$ cat src/rtl/vram_port_arbiter_pkg.sv
// Shared constants, read-tag type and width helper for vram_port_arbiter.
package vram_arb_pkg;

    localparam logic PORT_CPU = 1'b0;
    localparam logic PORT_BLT = 1'b1;

    typedef struct packed {
        logic valid;
        logic port;
    } read_tag_t;

    // Bits needed to hold values 0..value-1; never less than one bit.
    function automatic int clog2(input int value);
        int width;
        width = 0;
        for (int i = 0; i < 31; i++) begin
            if ((1 << i) < value) begin
                width = i + 1;
            end
        end
        return (width == 0) ? 1 : width;
    endfunction

endpackage

$ cat src/rtl/vram_port_arbiter_if.sv
// One requester-side VRAM access port: request/attributes in, grant and read data out.
interface vram_port_arbiter_if #(
    parameter int ADDR_W = 14,
    parameter int DATA_W = 32
);
    logic              req;
    logic              we;
    logic [ADDR_W-1:0] addr;
    logic [DATA_W-1:0] d;
    logic              gnt;
    logic [DATA_W-1:0] q;
    logic              qvalid;

    modport master (output req, we, addr, d, input gnt, q, qvalid);
    modport slave  (input req, we, addr, d, output gnt, q, qvalid);
endinterface

$ cat src/rtl/vram_port_arbiter_read_pipe.sv
// Tagged two-stage read return: tag at grant edge, capture vram_q one cycle
// later, qvalid pulse on the owning port the cycle after that.
module vram_read_pipe
    import vram_arb_pkg::*;
#(
    parameter int DATA_W = 32
) (
    input  logic              clk,
    input  logic              reset,
    input  logic              i_rd_grant,
    input  logic              i_rd_port,
    input  logic [DATA_W-1:0] i_vram_q,
    output logic [DATA_W-1:0] o_p0_q,
    output logic [DATA_W-1:0] o_p1_q,
    output logic              o_p0_qvalid,
    output logic              o_p1_qvalid
);

    read_tag_t         r_tag;
    logic [DATA_W-1:0] r_p0_q;
    logic [DATA_W-1:0] r_p1_q;
    logic              r_p0_qvalid;
    logic              r_p1_qvalid;
    logic              w_cap_p0;
    logic              w_cap_p1;

    assign w_cap_p0 = r_tag.valid && (r_tag.port == PORT_CPU);
    assign w_cap_p1 = r_tag.valid && (r_tag.port == PORT_BLT);

    // NOTE: sequential state uses non-blocking assignments so every flop
    // samples the pre-edge values of the others, independent of statement order.
    always_ff @(posedge clk) begin
        if (reset) begin
            r_tag       <= '0;
            r_p0_q      <= '0;
            r_p1_q      <= '0;
            r_p0_qvalid <= 1'b0;
            r_p1_qvalid <= 1'b0;
        end else begin
            r_tag.valid <= i_rd_grant;
            r_tag.port  <= i_rd_port;
            r_p0_qvalid <= w_cap_p0;
            r_p1_qvalid <= w_cap_p1;
            if (w_cap_p0) begin
                r_p0_q <= i_vram_q;
            end
            if (w_cap_p1) begin
                r_p1_q <= i_vram_q;
            end
        end
    end

    assign o_p0_q      = r_p0_q;
    assign o_p1_q      = r_p1_q;
    assign o_p0_qvalid = r_p0_qvalid;
    assign o_p1_qvalid = r_p1_qvalid;

endmodule

$ cat src/rtl/vram_port_arbiter.sv
// Two-requester arbiter for one VRAM CPU port. Fixed priority to port 0 with
// anti-starvation for port 1; define VRAM_ARB_RR_EN for strict round-robin.
module vram_port_arbiter
    import vram_arb_pkg::*;
#(
    parameter int ADDR_W   = 14,
    parameter int DATA_W   = 32,
    parameter int MAX_WAIT = 4
) (
    input  logic                 clk,
    input  logic                 reset,
    vram_port_arbiter_if.slave   p0,
    vram_port_arbiter_if.slave   p1,
    output logic [ADDR_W-1:0]    vram_addr,
    output logic [DATA_W-1:0]    vram_d,
    output logic                 vram_we,
    input  logic [DATA_W-1:0]    vram_q
);

    logic w_win0;
    logic w_win1;
    logic w_p1_prio;
    logic w_rd_grant;

`ifdef VRAM_ARB_RR_EN
    logic r_last_win;

    // Reset value favours port 0 for the first contended grant.
    always_ff @(posedge clk) begin
        if (reset) begin
            r_last_win <= PORT_BLT;
        end else if (w_win0 || w_win1) begin
            r_last_win <= w_win1;
        end
    end

    assign w_p1_prio = (r_last_win == PORT_CPU);
`else
    localparam int              WAIT_W   = clog2(MAX_WAIT + 1);
    localparam logic [WAIT_W-1:0] WAIT_MAX = WAIT_W'(MAX_WAIT);

    logic [WAIT_W-1:0] r_wait_cnt;

    // Counts consecutive cycles port 1 asked and lost; saturates at MAX_WAIT.
    always_ff @(posedge clk) begin
        if (reset) begin
            r_wait_cnt <= '0;
        end else if (!p1.req || w_win1) begin
            r_wait_cnt <= '0;
        end else if (r_wait_cnt != WAIT_MAX) begin
            r_wait_cnt <= r_wait_cnt + 1'b1;
        end
    end

    assign w_p1_prio = (r_wait_cnt == WAIT_MAX);
`endif

    always_comb begin
        // NOTE: defaults first so that no branch leaves a signal unassigned
        // and infers a latch.
        w_win0 = 1'b0;
        w_win1 = 1'b0;
        if (!reset) begin
            w_win1 = p1.req && (!p0.req || w_p1_prio);
            w_win0 = p0.req && !w_win1;
        end
    end

    assign p0.gnt = w_win0;
    assign p1.gnt = w_win1;

    // Idle cycles present port 0's attributes; harmless since vram_we is low.
    assign vram_addr = w_win1 ? p1.addr : p0.addr;
    assign vram_d    = w_win1 ? p1.d    : p0.d;
    assign vram_we   = (w_win0 && p0.we) || (w_win1 && p1.we);

    assign w_rd_grant = (w_win0 && !p0.we) || (w_win1 && !p1.we);

    vram_read_pipe #(
        .DATA_W (DATA_W)
    ) u_read_pipe (
        .clk         (clk),
        .reset       (reset),
        .i_rd_grant  (w_rd_grant),
        .i_rd_port   (w_win1),
        .i_vram_q    (vram_q),
        .o_p0_q      (p0.q),
        .o_p1_q      (p1.q),
        .o_p0_qvalid (p0.qvalid),
        .o_p1_qvalid (p1.qvalid)
    );

endmodule

$ cat src/flat_wrapper.sv
// flat-port wrapper written by rule: the top's interface ports become plain ports
module vram_port_arbiter_flat import vram_arb_pkg::*;
#(
    parameter int ADDR_W   = 14,
    parameter int DATA_W   = 32,
    parameter int MAX_WAIT = 4
)
  (clk, reset, vram_addr, vram_d, vram_we, vram_q, p0_req, p0_we, p0_addr, p0_d, p0_gnt, p0_q, p0_qvalid, p1_req, p1_we, p1_addr, p1_d, p1_gnt, p1_q, p1_qvalid);
  vram_port_arbiter_if #(.ADDR_W(ADDR_W), .DATA_W(DATA_W)) p0_i ();
  vram_port_arbiter_if #(.ADDR_W(ADDR_W), .DATA_W(DATA_W)) p1_i ();
  input  logic clk;
  input  logic reset;
  output logic [ADDR_W-1:0] vram_addr;
  output logic [DATA_W-1:0] vram_d;
  output logic vram_we;
  input  logic [DATA_W-1:0] vram_q;
  input wire logic [$bits(p0_i.req)-1:0] p0_req;
  input wire logic [$bits(p0_i.we)-1:0] p0_we;
  input wire logic [$bits(p0_i.addr)-1:0] p0_addr;
  input wire logic [$bits(p0_i.d)-1:0] p0_d;
  output wire logic [$bits(p0_i.gnt)-1:0] p0_gnt;
  output wire logic [$bits(p0_i.q)-1:0] p0_q;
  output wire logic [$bits(p0_i.qvalid)-1:0] p0_qvalid;
  input wire logic [$bits(p1_i.req)-1:0] p1_req;
  input wire logic [$bits(p1_i.we)-1:0] p1_we;
  input wire logic [$bits(p1_i.addr)-1:0] p1_addr;
  input wire logic [$bits(p1_i.d)-1:0] p1_d;
  output wire logic [$bits(p1_i.gnt)-1:0] p1_gnt;
  output wire logic [$bits(p1_i.q)-1:0] p1_q;
  output wire logic [$bits(p1_i.qvalid)-1:0] p1_qvalid;
  assign p0_i.req = p0_req;
  assign p0_i.we = p0_we;
  assign p0_i.addr = p0_addr;
  assign p0_i.d = p0_d;
  assign p0_gnt = p0_i.gnt;
  assign p0_q = p0_i.q;
  assign p0_qvalid = p0_i.qvalid;
  assign p1_i.req = p1_req;
  assign p1_i.we = p1_we;
  assign p1_i.addr = p1_addr;
  assign p1_i.d = p1_d;
  assign p1_gnt = p1_i.gnt;
  assign p1_q = p1_i.q;
  assign p1_qvalid = p1_i.qvalid;
  vram_port_arbiter #(.ADDR_W(ADDR_W), .DATA_W(DATA_W), .MAX_WAIT(MAX_WAIT)) u_core (.clk(clk), .reset(reset), .p0(p0_i), .p1(p1_i), .vram_addr(vram_addr), .vram_d(vram_d), .vram_we(vram_we), .vram_q(vram_q));
endmodule
$ cat config.mk
export PLATFORM = sky130hd
export DESIGN_NAME = vram_port_arbiter_flat
export DESIGN_NICKNAME = d
export VERILOG_FILES = /design/src/rtl/vram_port_arbiter_pkg.sv /design/src/rtl/vram_port_arbiter_if.sv /design/src/rtl/vram_port_arbiter_read_pipe.sv /design/src/rtl/vram_port_arbiter.sv /design/src/flat_wrapper.sv
export SDC_FILE = /design/constraint.sdc
export NUM_CORES = 1
export LEC_CHECK = 0
export CORE_AREA = 2 2 95 97
export DETAILED_ROUTE_END_ITERATION = 10
export DIE_AREA = 0 0 97 99
export DONT_BUFFER_PORTS = 1
export GPL_TIMING_DRIVEN = 0
export PLACE_DENSITY = 0.59
export SYNTH_ARGS = -nofsm -noshare
export SYNTH_HDL_FRONTEND = slang
export SYNTH_SLANG_ARGS = --single-unit
export TNS_END_PERCENT = 5
$ cat constraint.sdc
create_clock -name clk -period 4.6 [get_ports clk]
set_clock_uncertainty 0.05 [all_clocks]
set_input_delay 1.38 -clock clk [delete_from_list [all_inputs] [get_ports clk]]
set_output_delay 1.38 -clock clk [all_outputs]
set_load 0.05 [all_outputs]
-- After elaboration in Yosys (flattened, before gate mapping)
Index checks and enable logic that the tools add are counted.
- bitwise logic cells: 1
- add/sub/neg operators: 1
- multiplexer cells: 4
- reduce and logical (&&, ||, !) cells: 18
- equal/unequal tests: 2
- operator list (operator ; number):
    $mux 32 ; 1
    $mux 14 ; 1
    $logic_and 1x1->1 ; 8
    $logic_not 1->1 ; 5
    $logic_or 1x1->1 ; 4
    $add 3x1->3 const B ; 1
    $eq 3x3->1 const B ; 1
    $ne 3x3->1 const B ; 1
    $mux 1 ; 2
    $reduce_or 2->1 ; 1
    $not 1->1 ; 1
- logic and storage cells: 33
- input bits: 130
- register bits after elaboration: 71
- output and inout port bits: 115

-- Depth between registers and ports, before layout
- word-level depth: 8
- gate-level depth with buffers: 8
- depth with buffers taken out: 6

-- Hierarchy
Synthesis repeated with hierarchy kept, for this count alone.
- cell total of the unflattened synthesis: 328
- area, all modules: 3585.9 um2
- by module, submodules not included (module ; sequential area each (um2) ; area an instance (um2) ; cells an instance ; times used):
    vram_read_pipe ; 1361.3 ; 2747.6 ; 254 ; 1
    vram_port_arbiter ; 60.1 ; 838.3 ; 74 ; 1

-- Worst setup path after synthesis
Ideal clock, no wire load.
- kind: in2out
- start point: in p0_req
- end point: out vram_we
- slack: -200 ps
- path buffers: 0
- required time: 3170 ps
- stages on the path: 3
- data arrival time: 3370 ps
- cell sequence: inv_1 -> a311oi_1 -> a22o_1
- cells in the longest elaborated chain, start to end: 8
- elaborated cells between the ends (all ways): 10
- classes of those cells: 2 x mux; 8 x reduce/logical
- ends and longest elaborated chain (element ; line ; source):
    start, declared ; flat_wrapper.sv:17 ; input wire logic [$bits(p0_i.req)-1:0] p0_req;
    $logic_not 1->1 ; vram_port_arbiter.sv:64 ; w_win1 = p1.req && (!p0.req || w_p1_prio);
    $logic_or 1x1->1 ; vram_port_arbiter.sv:64 ;
    $logic_and 1x1->1 ; vram_port_arbiter.sv:64 ;
    $logic_not 1->1 ; vram_port_arbiter.sv:65 ; w_win0 = p0.req && !w_win1;
    $logic_and 1x1->1 (*) ; vram_port_arbiter.sv:65 ;
    $mux 1 (*) ; vram_port_arbiter.sv:63 ; if (!reset) begin
    net p0_gnt ; flat_wrapper.sv:21 ; output wire logic [$bits(p0_i.gnt)-1:0] p0_gnt;
    $logic_and 1x1->1 (*) ; vram_port_arbiter.sv:75 ; assign vram_we = (w_win0 && p0.we) || (w_win1 && p1.we);
    $logic_or 1x1->1 (*) ; vram_port_arbiter.sv:75 ;
    end, declared ; flat_wrapper.sv:15 ; output logic vram_we;
The timed path passes the listed nets; every way through them passes the cells marked *.

-- Worst setup path after layout
Same ends and word-level chain as after synthesis.

==> results.txt <==
----------------------------------------------------
[Status]
  Run status ... finished, final reports clean

[Power]
  Peak ir drop on the vdd network ... 0.000186 V
  Total power density per cell area ... 444 mW/mm^2
  Leakage ... 1.27 nW
  Sum of internal, switching and leakage power ... 1.55 mW

[Hold path]
  Origin of the worst min-delay path ... u_core.r_wait_cnt[0]
  Tightest Hold Check Type ... register to register

[Clock tree]
  Buffer depth of the longest clock path ... 2
  Htree depth ... 3
  Setup repair bufs after CTS ... 0
  Cell at the root of the clock tree ... sky130_fd_sc_hd__clkbuf_8
  # hold bufs at CTS ... 0
  Clock-pin slew on the worst setup and hold paths ... 70 ps
  Cells resized by post-CTS repair ... 0
  TritonCTS clock tree ... built
  Clk sink count ... 71
  Inserted Clock Buffers ... 9
  Insertion delay to the later sink of the worst-skew pair ... 330 ps

[Setup path]
  Endpoint kind of the worst setup timing path ... output port
  Launching element type of the critical path ... input port
  Crit-path leading delay family ... compound AO/OA/AOI/OAI gates
  Highest net fanout along the worst path ... 3
  Class of the most critical setup path ... input port to output port
  Largest stage delay on the critical path ... 980 ps
  Worst r2r src ... u_core.r_wait_cnt[0]
  Slowest cell on the critical path ... sky130_fd_sc_hd__a311oi_2
  CP bufs+invs ... 1
  Crit. Startpoint ... p0_req
  Required time of the critical path ... 3170 ps
  Sequence of cells on the critical path ... inv_1, a311oi_2, a22o_1
  Arrival @ worst endpoint ... 2960 ps

[GRT]
  Global routing usage summed across all routing layers ... 19.3%
  Pin count of the biggest net entering global routing ... 14
  Number of global-route vias before repair ... 2567
  First-pass GRT wire length ... 14.1 mm
  Remaining global-route overflow ... 0
  Antenna violations before repair ... 0

[Yosys]
  Library cells used by synthesis ... 28
  Net count after synthesis ... 494
  Synthesized area ... 0.00309 mm^2
  Post-synthesis average cell area ... 8.55 um^2
  Total of warnings raised by yosys ... 0
  Synthesis-stage register bit count ... 71
  Sequential fraction of the synthesis area ... 45.9%
  Gate count after technology mapping ... 362

[Floorplanning]
  Boundary pin count ... 245
  Total die area ... 0.00960 mm^2
  X dimension of the die ... 97 um
  Total core area ... 0.00855 mm^2
  Initial cell density of the core ... 36.2%
  Count of standard-cell rows ... 34
  Y dimension of the die ... 99 um

[Detailed routing]
  Detail-routed net length per standard cell ... 19.8 um
  Number of remaining DRC errors ... 0
  Detailed-route via count ... 2576
  Number of detailed-route iterations in the first pass ... 5
  Vias per std cell ... 5.30
  Iteration-0 DRC Markers ... 81
  Routed wire length ... 9.64 mm
  Antenna viol nets, final ... 0

[Layout]
  Share of layout cells above drive strength 1 ... 20.9%
  Final-stage net count ... 505
  Final antenna diode count ... 0
  Most common library cell in the layout ignoring fill and taps ... sky130_fd_sc_hd__nand2_1
  Final cell count without fillers ... 486
  Most frequent cells in the layout ... sky130_fd_sc_hd__nand2_1 (129), sky130_fd_sc_hd__dfxtp_1 (71), sky130_fd_sc_hd__a21oi_1 (64), sky130_fd_sc_hd__mux2_2 (39), sky130_fd_sc_hd__clkbuf_1 (13)
  Area growth syn-to-layout ... 12.7%

[Timing]
  Final Hold Violating Endpoints ... 0
  Smallest setup slack after layout ... 206 ps
  Max Freq ... 0.228 GHz
  Slew at the pin closest to its max-slew limit ... 1190 ps
  Setup TNS ... 0 ps
  Final Critical Period ... 4390 ps
  Final max-slew violation count ... 0
  RSZ-0062 raised after global routing ... no
  Final worst-path cycle share ... 95.5%
  Slew HR ... 20.7%
  Setup violators final ... 0

[Placed design]
  Number of I/O port buffers ... 0
  Detailed placer's ending HPWL ... 7.76 mm
  Pre-CTS WS ... 209 ps
  Instance count after placement with tap cells included ... 470
  Final weighted congestion in routability-driven placement ... 0.840

[Flow run]
  Reported max-cap violation count ... 0

----------------------------------------------------
[path summary, 6_finish.rpt]
kind,to,slack (ps),depth (start not counted)
worst max-delay path,vram_we,210,3
worst min-delay path,u_core.r_wait_cnt[0],430,1
worst max register to register,u_core.u_read_pipe.r_tag[1],2620,4
worst min register to register,u_core.r_wait_cnt[0],430,1
[sequential cells by signal, indices dropped and copies added (netlist names)]
register                        flops
u_core.u_read_pipe.o_p0_q          32
u_core.u_read_pipe.o_p1_qvalid      1
u_core.r_wait_cnt                   3
u_core.u_read_pipe.o_p1_q          32
u_core.u_read_pipe.o_p0_qvalid      1
u_core.u_read_pipe.r_tag            2
[Yosys cell counts]
| master | instances | area [um^2] |
|---|---|---|
| sky130_fd_sc_hd__nand2_1 | 129 | 484 |
| sky130_fd_sc_hd__dfxtp_1 | 71 | 1420 |
| sky130_fd_sc_hd__a21oi_1 | 64 | 320 |
| sky130_fd_sc_hd__mux2_2 | 39 | 439 |
| sky130_fd_sc_hd__clkbuf_1 | 13 | 48.8 |
| sky130_fd_sc_hd__buf_2 | 7 | 35.0 |
| sky130_fd_sc_hd__mux2_4 | 7 | 105 |
| sky130_fd_sc_hd__inv_1 | 5 | 18.8 |
| sky130_fd_sc_hd__buf_4 | 3 | 22.5 |
| sky130_fd_sc_hd__buf_1 | 2 | 7.51 |
| sky130_fd_sc_hd__ha_1 | 2 | 25.0 |
| sky130_fd_sc_hd__nand2b_1 | 2 | 12.5 |
| sky130_fd_sc_hd__nor2_1 | 2 | 7.51 |
| sky130_fd_sc_hd__nor3_1 | 2 | 10.0 |
| sky130_fd_sc_hd__a21bo_4 | 1 | 16.3 |
| sky130_fd_sc_hd__a21boi_0 | 1 | 7.51 |
| sky130_fd_sc_hd__a22o_1 | 1 | 8.76 |
| sky130_fd_sc_hd__a311oi_1 | 1 | 8.76 |
| sky130_fd_sc_hd__and2_1 | 1 | 6.26 |
| sky130_fd_sc_hd__and3_1 | 1 | 6.26 |
| sky130_fd_sc_hd__buf_12 | 1 | 20.0 |
| sky130_fd_sc_hd__buf_8 | 1 | 15.0 |
| sky130_fd_sc_hd__inv_2 | 1 | 3.75 |
| sky130_fd_sc_hd__nand2_4 | 1 | 11.3 |
| sky130_fd_sc_hd__nor2b_1 | 1 | 6.26 |
| sky130_fd_sc_hd__nor2b_2 | 1 | 8.76 |
| sky130_fd_sc_hd__o2bb2ai_1 | 1 | 8.76 |
| sky130_fd_sc_hd__xnor2_1 | 1 | 8.76 |
[through the flow]
step | hold slack (ps) | utilization (%) | instance area, um^2
final | 427 | 40.8 | 3490
after global routing | 461 | 40.8 | 3490
after CTS | 411 | 40.8 | 3490
after detailed placement | 399 | 37.8 | 3240
after global placement | 390 | 37.8 | 3240
after floorplan | 378 | - | 3100
[layer usage]
layer / up-vias / wire length [um] / track usage [%]
li1: 1208 / - / -
met5: - / 0 / 0
met2: 179 / 4610 / 31.0
met4: 0 / 391 / 11.4
met3: 20 / 1240 / 10.2
met1: 1169 / 3400 / 20.2
[cell families after synthesis]
| family | Yosys count | share of synthesized area, % |
|---|---|---|
| xor gates and xnor gates | 1 | 0.283 |
| DFF | 71 | 45.9 |
| buffers and inverters | 33 | 5.54 |
| and+or+nand+nor | 140 | 17.9 |
| adders and majority gates | 2 | 0.809 |
| AOI/OAI and AO/OA | 69 | 12.0 |
| muxes | 46 | 17.6 |
[final cells by class]
cell class                 count  area [um^2]
tap                          108          135
sequential                    71         1420
clock inverter                 6          115
inverter                       6         22.5
clock buffer                  10          138
buffer                        27          149
fill                         876         5060
multi-input combinational    258         1510
[where the power goes]
part / internal (mW) / switching (mW) / leakage, nW / total (mW)
registers: 0.632 / 0.0676 / 0.576 / 0.699
logic: 0.0533 / 0.173 / 0.571 / 0.226
clock network: 0.378 / 0.245 / 0.123 / 0.623
total: 1.06 / 0.486 / 1.27 / 1.55
No activity file was read; power rests on OpenSTA's default activity.
==> patch, RTL diff (same settings) <==
`MAX_WAIT` is set to 4 in 2 places; all go to 5.
--- a/src/rtl/vram_port_arbiter.sv
+++ b/src/rtl/vram_port_arbiter.sv
@@ -7,3 +7,3 @@
     parameter int DATA_W   = 32,
-    parameter int MAX_WAIT = 4
+    parameter int MAX_WAIT = 5
 ) (
--- a/src/flat_wrapper.sv
+++ b/src/flat_wrapper.sv
@@ -5,3 +5,3 @@
     parameter int DATA_W   = 32,
-    parameter int MAX_WAIT = 4
+    parameter int MAX_WAIT = 5
 )
Function: changed (Yosys sat finds a counterexample within 10 cycles, from zero or initial values and one cycle with reset high).
==> patch against the unedited design <==
Count of clock-buffer cells in the layout is 1 higher; area after synthesis is 1.2% lower; final area down 1.9%; sequential cell count stayed put; sequential power hardly changed; setup slack got worse by 6.0 ps; total power decreased by 4.0%; critical path depth did not move; sequential share of layout area increased by 0.77 points; wire length is 4.9% higher; first-iteration DRC count fell by 30%; critical endpoint unchanged.
==> patch: results (changes against the unedited design) <==
----------------------------------------------------
[Final layout]
  Utilization after layout ... 0.4004 (-0.007609)
  Ratio of cells with drive above 1 in the final layout ... 0.2074 (-0.001548)
  Final net count ... 503 (-0.40%)
  Number of fillers in the final layout ... 870 (-0.68%)

[Placement]
  Weighted congestion reported at the end of routability-driven placement ... 0.9256 (+10%)
  Total of buffers placed on input and output ports ... 0 (unchanged)
  Cells after DPL ... 468 (-0.43%)
  Setup slack after placement ... 133.6 ps (-75.20 ps)
  Total placed instance area ... 3198 sq um (-1.2%)
  Placed wire-length estimate after detailed placement ... 8198 um (+5.7%)

[Routing]
  First drt pass iteration count ... 5 (unchanged)
  WL/cell ... 20.85 um (+5.1%)
  DRC violation total after the first TritonRoute iteration ... 57 (-30%)
  Wire length on met1 ... 3763 um (+11%)
  Routed Wire Length ... 10110 um (+4.9%)
  Routed vias/inst ... 5.262 (-0.73%)
  Total met3 wirelength after detailed routing ... 1148 um (-7.3%)
  Met2 routed wirelength ... 4854 um (+5.2%)
  Uppermost layer routed ... met5

[Yosys]
  Net count after synthesis ... 492 (-0.40%)
  Top cell types by occurrence after synthesis ... sky130_fd_sc_hd__nand2_1 (130), sky130_fd_sc_hd__dfxtp_1 (71), sky130_fd_sc_hd__a21oi_1 (64)
  Post-synthesis cell type count ... 23 (-18%)
  Share of the yosys chip area belonging to registers ... 0.4650 (+0.005641)
  Ys Warns ... 0 (unchanged)
  Synthesized area divided by synthesized cell count ... 8.491 sq um (-0.66%)
  Share of synthesized flip-flops with an asynchronous set or reset ... 0 (unchanged)
  Dominant cell type by area after synthesis ... sky130_fd_sc_hd__dfxtp_1
  Synth area leaders ... sky130_fd_sc_hd__dfxtp_1 (47%), sky130_fd_sc_hd__nand2_1 (16%), sky130_fd_sc_hd__mux2_2 (14%)

[Min path]
  Hold WC Path Type ... reg -> reg

[Status]
  Result of the run ... finished clean

[Clock network]
  Clock-pin slew on the worst setup and hold paths ... 80 ps
  Setup fix buffers added after clock tree synthesis ... 0 (unchanged)
  Number of CTS-inserted buffers ... 9 (unchanged)
  Library cell used as clock root buffer ... sky130_fd_sc_hd__clkbuf_8
  Cts repair resizes ... 0 (unchanged)

[Global route]
  Via count of the first global-routing pass ... 2504 (-2.5%)
  Global-route total usage across every layer ... 0.2044 (+0.01133)
  Antenna violations before repair ... 2 (+2)
  Largest net degree at the start of global routing ... 13 (-1)
  Global-route wire length before repair ... 14740 um (+4.2%)

[Power]
  Static Leakage ... 1.234 nW (-2.8%)
  Fraction of power spent switching nets ... 0.3247 (+0.01095)
  Maximum vdd drop ... 172.8 uV (-7.1%)

[STA]
  Max transition margin ... 0.2239 (+0.01663)
  Minimum clock period ... 4400 ps (+6.017 ps)
  Hold slack ... 414.1 ps (-12.69 ps)

[Worst setup path]
  Data arrival time of the critical path ... 2970 ps (about the same)
  Flop-to-flop setup slack ... 2730 ps (+110 ps)
  Maximum fanout along the worst path ... 3 (unchanged)

----------------------------------------------------
==> patch: cell count changes after synthesis, moves of 2 or more <==
cell,unedited run,this run
sky130_fd_sc_hd__clkbuf_1,13,15
sky130_fd_sc_hd__buf_1,2,0
sky130_fd_sc_hd__nor2_1,2,5
sky130_fd_sc_hd__buf_4,3,0
sky130_fd_sc_hd__buf_2,7,10
sky130_fd_sc_hd__nor3_1,2,0
==> patch: final cells by class <==
class,count,area share
well taps,108,0.03947
clock buffers,11,0.04130
diodes,1,0.0007310
multi-input cells,257,0.4353
flip-flops and latches,71,0.4152
clock inverters,5,0.02376
inverters,5,0.005482
plain buffers,27,0.03874
==> patch: critical path, stage by stage <==
cell                       delay [ps]
sky130_fd_sc_hd__inv_1             30
sky130_fd_sc_hd__a311oi_2         960
sky130_fd_sc_hd__a22o_1           600
==> patch: power by group through the flow <==
stage / clock [mW] / combinational (mW) / sequential [mW]
floorplan: 0 / 0.197 / 0.710
global placement: 0 / 0.225 / 0.714
detailed placement: 0 / 0.226 / 0.714
CTS: 0.575 / 0.227 / 0.700
global route: 0.599 / 0.236 / 0.701
finish: 0.562 / 0.225 / 0.699
==> patch: final timing paths <==
check / depth (start not counted) / to / from
setup / recovery: 3 / vram_we / p0_req
hold / removal: 1 / u_core.r_wait_cnt[0]$_SDFFE_PP0N_ / u_core.r_wait_cnt[0]$_SDFFE_PP0N_
setup reg to reg: 4 / u_core.u_read_pipe.r_tag[1]$_SDFF_PP0_ / u_core.r_wait_cnt[1]$_SDFFE_PP0N_
hold reg to reg: 1 / u_core.r_wait_cnt[0]$_SDFFE_PP0N_ / u_core.r_wait_cnt[0]$_SDFFE_PP0N_
==> patch: metal layers <==
layer  GRT usage  vias to the layer above
met4     0.09101                        2
met1      0.2196                     1164
met5           0                        -
met3      0.1007                       20
li1            -                     1206
met2      0.3413                      160
==> patch: cells by family (layout without fill, tap and decap cells) <==
logic type | count (synthesis) | after routing | share of synthesized area
adder cells (fa/ha/maj) | 2 | 2 | 0.008185
buffers and inverters | 32 | 48 | 0.04952
other | 0 | 1 | 0
multiplexers | 46 | 46 | 0.1781
XOR/XNOR | 1 | 1 | 0.002866
AO/OA/AOI/OAI | 68 | 68 | 0.1171
flip-flops | 71 | 71 | 0.4650
AND/OR/NAND/NOR | 140 | 140 | 0.1793
